--- src/rtl/count_seq_ctrl.sv ---
`default_nettype none
// ============================================================================
//  Module   : count_seq_ctrl
//  Purpose  : Sequencer for a shared up-counter. Loads a start value, advances
//             the count every presc+1 cycles, and supports pause, stop,
//             one-shot and auto-reload operation. Drives the terminal flag t
//             (count all-ones) for the downstream counter checker.
//  Ports    : clk         - clock, rising edge
//             reset       - asynchronous reset, active low
//             start       - begin a sequence (accepted in IDLE only)
//             stop        - abort to IDLE, highest priority
//             pause       - level, freezes counting while high in RUN
//             load_val    - start/reload value, latched on accepted start
//             presc       - prescale divider, latched on accepted start
//             auto_reload - 1 = reload at terminal, 0 = one-shot
//             count       - registered count value
//             t           - high iff count == MAX
//             busy        - high in RUN or PAUSE
//             done        - one-cycle pulse per terminal event
//  Revision : 1.0 - initial release
// ============================================================================
module count_seq_ctrl #(
    parameter int WIDTH   = 4,
    parameter int PRESC_W = 8
) (
    input  logic               clk,
    input  logic               reset,
    input  logic               start,
    input  logic               stop,
    input  logic               pause,
    input  logic [WIDTH-1:0]   load_val,
    input  logic [PRESC_W-1:0] presc,
    input  logic               auto_reload,
    output logic [WIDTH-1:0]   count,
    output logic               t,
    output logic               busy,
    output logic               done
);

    localparam logic [WIDTH-1:0] C_MAX = '1;

    typedef enum logic [1:0] {
        S_IDLE  = 2'd0,
        S_RUN   = 2'd1,
        S_PAUSE = 2'd2,
        S_DONE  = 2'd3
    } state_t;

    state_t             r_state, w_state;
    logic [WIDTH-1:0]   r_count, w_count;
    logic [PRESC_W-1:0] r_pc,    w_pc;
    logic [WIDTH-1:0]   r_load,  w_load;
    logic [PRESC_W-1:0] r_presc, w_presc;
    logic               r_auto,  w_auto;
    logic               r_done,  w_done;
    logic               w_tick;

    // ------------------------------------------------------------------------
    // State and datapath registers
    // ------------------------------------------------------------------------
    always_ff @(posedge clk or negedge reset) begin
        if (!reset) begin
            r_state <= S_IDLE;
            r_count <= '0;
            r_pc    <= '0;
            r_load  <= '0;
            r_presc <= '0;
            r_auto  <= 1'b0;
            r_done  <= 1'b0;
        end else begin
            r_state <= w_state;
            r_count <= w_count;
            r_pc    <= w_pc;
            r_load  <= w_load;
            r_presc <= w_presc;
            r_auto  <= w_auto;
            r_done  <= w_done;
        end
    end

    // Prescaler rollover: the count moves on the edge where pc reaches the
    // latched divider, so the first advance lands presc+1 edges after start.
    assign w_tick = (r_pc == r_presc);

    // ------------------------------------------------------------------------
    // Next-state / datapath logic. Priority: stop > pause > start/tick.
    // ------------------------------------------------------------------------
    always_comb begin
        w_state = r_state;
        w_count = r_count;
        w_pc    = r_pc;
        w_load  = r_load;
        w_presc = r_presc;
        w_auto  = r_auto;
        w_done  = 1'b0;

        unique case (r_state)
            S_IDLE: begin
                if (start) begin
                    w_load  = load_val;
                    w_presc = presc;
                    w_auto  = auto_reload;
                    w_count = load_val;
                    w_pc    = '0;
                    w_state = S_RUN;
                end
            end

            S_RUN: begin
                if (stop) begin
                    w_pc    = '0;
                    w_state = S_IDLE;
                end else if (pause) begin
                    // Freeze everything; no tick is taken on this edge.
                    w_state = S_PAUSE;
                end else if (w_tick) begin
                    w_pc = '0;
                    if (r_count == C_MAX) begin
                        w_done = 1'b1;
                        if (r_auto) begin
                            w_count = r_load;
                        end else begin
                            w_state = S_DONE;
                        end
                    end else begin
                        w_count = r_count + WIDTH'(1);
                    end
                end else begin
                    w_pc = r_pc + PRESC_W'(1);
                end
            end

            S_PAUSE: begin
                if (stop) begin
                    w_pc    = '0;
                    w_state = S_IDLE;
                end else if (!pause) begin
                    // pc is kept so the interrupted prescale period resumes.
                    w_state = S_RUN;
                end
            end

            S_DONE: begin
                w_pc    = '0;
                w_state = S_IDLE;
            end

            default: begin
                w_state = S_IDLE;
            end
        endcase
    end

    assign count = r_count;
    assign t     = (r_count == C_MAX);
    assign busy  = (r_state == S_RUN) || (r_state == S_PAUSE);
    assign done  = r_done;

endmodule
`default_nettype wire

--- config.mk ---
export PLATFORM = sky130hd
export DESIGN_NAME = count_seq_ctrl
export DESIGN_NICKNAME = d
export VERILOG_FILES = /design/src/rtl/count_seq_ctrl.sv
export SDC_FILE = /design/constraint.sdc
export NUM_CORES = 1
export LEC_CHECK = 0
export CAP_MARGIN = 20
export CORE_UTILIZATION = 30
export CTS_CLUSTER_SIZE = 25
export DETAILED_ROUTE_END_ITERATION = 7
export REMOVE_ABC_BUFFERS = 1
export SYNTH_ARGS = -nofsm -noshare
export SYNTH_HDL_FRONTEND = slang
export SYNTH_SLANG_ARGS = --single-unit
export TNS_END_PERCENT = 50
--- constraint.sdc ---
create_clock -name clk -period 2.2 [get_ports clk]
set_clock_uncertainty 0.2 [all_clocks]
set_input_delay 0.44 -clock clk [delete_from_list [all_inputs] [get_ports clk]]
set_output_delay 0.44 -clock clk [all_outputs]
set_load 0.05 [all_outputs]
==> results.cfg <==
[cts]
cts_made_buffers = 3
clock_latency_ps = 270
cts_setup_buffers = 0
clock_sinks = 28
cts_tree = yes
h-tree-depth = 1
cts-root-buf = clkbuf_8
path_clk_slew_ps = 90
clockBufferDepth = 2

[timing]
worst_slack_ps = 82.8
rsz0062_at_grt = false
maxSlewViolCount = 0
period_share_pct = 96.2
fmax_mhz = 472
tns_ps = 0
relSlewSlack_pct = 67.4
setup_viol = 0
finalHoldViolations = 0
tightestPinTransition_ps = 487
period_minus_slack_ps = 2120

[routing]
vias_per_cell = 4.68
met2_length_um = 1570
met3_wirelength_um = 87
wirelength_um = 3170
top_layer_used = met4
first_iter_violations = 112
dr.pass1.iters = 4
drc = 0
ant_nets = 0
vias = 1175
wl_per_cell_um = 12.6
wl_met1_um = 1480

[worst_setup_path]
worstReg2RegEnd = count[1]
reg2reg_from = r_state[1]
crit_start = count[0]
required_ps = 1560
critical-path-slowest-cell = dfrtp_1
end_kind = output port
crit_type = flip-flop to output port
cp-start-kind = flip-flop
cp.arrival_ps = 1480
cpPeakStageDelay_ps = 450
ff2ff_path_depth = 7
crit_fanout = 6
cp_cell_sequence = ha_2 > nand3_2 > inv_1 > buf_12
rrSetupSlack_ps = 220

[min_path]
holdPathEnd = r_load[0]
whs_path_depth = 1
hold_class = flip-flop to flip-flop
min_from = r_load[0]

[global_routing]
grt_usage_pct = 13.2
antenna_found_initial = 0
grt_pass1_vias = 1235
grt_pass1_wl_um = 5460
grt_max_degree = 29
grt_overflow = 0

[final_layout]
nNetsFinal = 208
fin_cells = 251
nFillCells = 483
drive_above_1_share_pct = 25.5
utilization_pct = 42.1
syn_to_final_growth_pct = 31.8
n_antenna_cell = 0
mostFrequentLayoutCells = dfrtp_1 (28), clkdlybuf4s50_1 (18), buf_4 (17), mux2_2 (14)
final_common_cell = dfrtp_1
stdcell_area_sq_um = 2040

[synthesis]
seq_area_frac_synth_pct = 45.3
ys_ff_latch = 28
synthArstFlopShare_pct = 100
ys_types = 44
ys.flop_type = dfrtp_1
synth_cells = 145
synth_edf_count = 0
ys.warnings.count = 0
syn-cell-area_sq_um = 1550
avgSynthCellArea_sq_um = 10.7

[flow_run]
maxCapViolations = 0

[floorplan]
fp.dieW_um = 73.8
num_rows = 25
initial_core_util_pct = 31.9
coreArea_sq_um = 4850
io_pins = 25
chipHeight_um = 73.8
die_area_sq_um = 5450

[placement]
place_congestion = 0.781
pre_cts_slack_ps = -36.6
place_area_sq_um = 1980
io_buffers = 24
hpwl_um = 2380
place_inst = 247

[run_status]
status = complete, no violations

[pwr]
ir_drop_mv = 0.389
p_per_area_nw_per_um2 = 1170
p_leak_nw = 0.870
[per-stage QoR]
step           total power [mW]  hold WS, ps
3_3_place_gp               2.06          285
6_report                   2.38          320
3_5_place_dp               2.06          295
5_1_grt                    2.55          347
4_1_cts                    2.40          319
2_1_floorplan              1.62        -55.6
[synth_stat cells (2+ instances only)]
| master | instances | area share [%] |
|---|---|---|
| o211ai_1 | 2 | 0.97 |
| mux2_2 | 14 | 10 |
| nand4_1 | 2 | 0.81 |
| a21oi_2 | 2 | 1.1 |
| dfrtp_1 | 28 | 45 |
| nand2_1 | 12 | 2.9 |
| nor4_1 | 3 | 1.2 |
| o2bb2ai_1 | 2 | 1.1 |
| nor2b_1 | 2 | 0.81 |
| a211oi_1 | 2 | 0.97 |
| a21oi_1 | 2 | 0.65 |
| ha_1 | 5 | 4.0 |
| xnor2_1 | 4 | 2.3 |
| xor2_1 | 10 | 5.7 |
| o21ai_0 | 6 | 1.9 |
| inv_1 | 12 | 2.9 |
| nor2_1 | 8 | 1.9 |
| nand3_1 | 3 | 0.97 |
[timing repair]
action,in CTS,in global routing
cloned,0,0
gates resized for setup,1,1
pin swaps,0,0
endpoints found under the setup margin,1,1
hold buffers,0,0
[cell families (layout without fill, tap and decap cells)]
logic type | after synthesis | in the layout | share of synthesized area, %
fa+ha+maj | 5 | 5 | 4.04
simple gates | 38 | 38 | 13.1
flops | 28 | 28 | 45.3
xor+xnor | 14 | 14 | 7.92
compound gates | 31 | 31 | 15.1
buf+inv | 15 | 54 | 4.37
mux | 14 | 14 | 10.2
[worst max-delay path, delay by kind of cell, from the launching register on]
kind,cells,cell delay [ps]
fa+ha+maj,1,270
flops,1,450
buf+inv,2,290
simple gates,1,180
[how the worst max path moves through the flow]
stage | endpoint | cells after the start
final | t | 4
after detailed placement | r_pc[7] | 6
after global placement | count[1] | 6
after floorplan | t | 3
after global routing | t | 4
after CTS | t | 4
[report_power, final]
group          internal [mW]  switching (mW)  total, mW  leakage, nW
registers              0.692           0.140      0.833        0.352
logic                  0.600           0.627       1.23        0.488
clock network          0.160           0.159      0.319       0.0288
total                   1.45           0.926       2.38        0.870
[state kept, by name, summed over array words and instances (netlist names)]
signal   cells
r_auto       1
r_state      2
done         1
r_load       4
count        4
r_pc         8
r_presc      8
[area by class of cell]
cell class / instances / area, sq um / area share (%)
Tap cell: 67 / 83.8 / 4.11
Sequential cell: 28 / 701 / 34.4
Clock buffer: 4 / 55.1 / 2.70
Multi-Input combinational cell: 102 / 787 / 38.6
Inverter: 12 / 45.0 / 2.21
Timing Repair Buffer: 38 / 368 / 18.0
[metal layers]
metal | global-route usage (%) | vias up
met1 | 16.8 | 556
li1 | - | 593
met2 | 22.5 | 22
met3 | 1.92 | 4
met4 | 4.91 | 0
met5 | 0 | -
(Power assumes the default switching activity.)
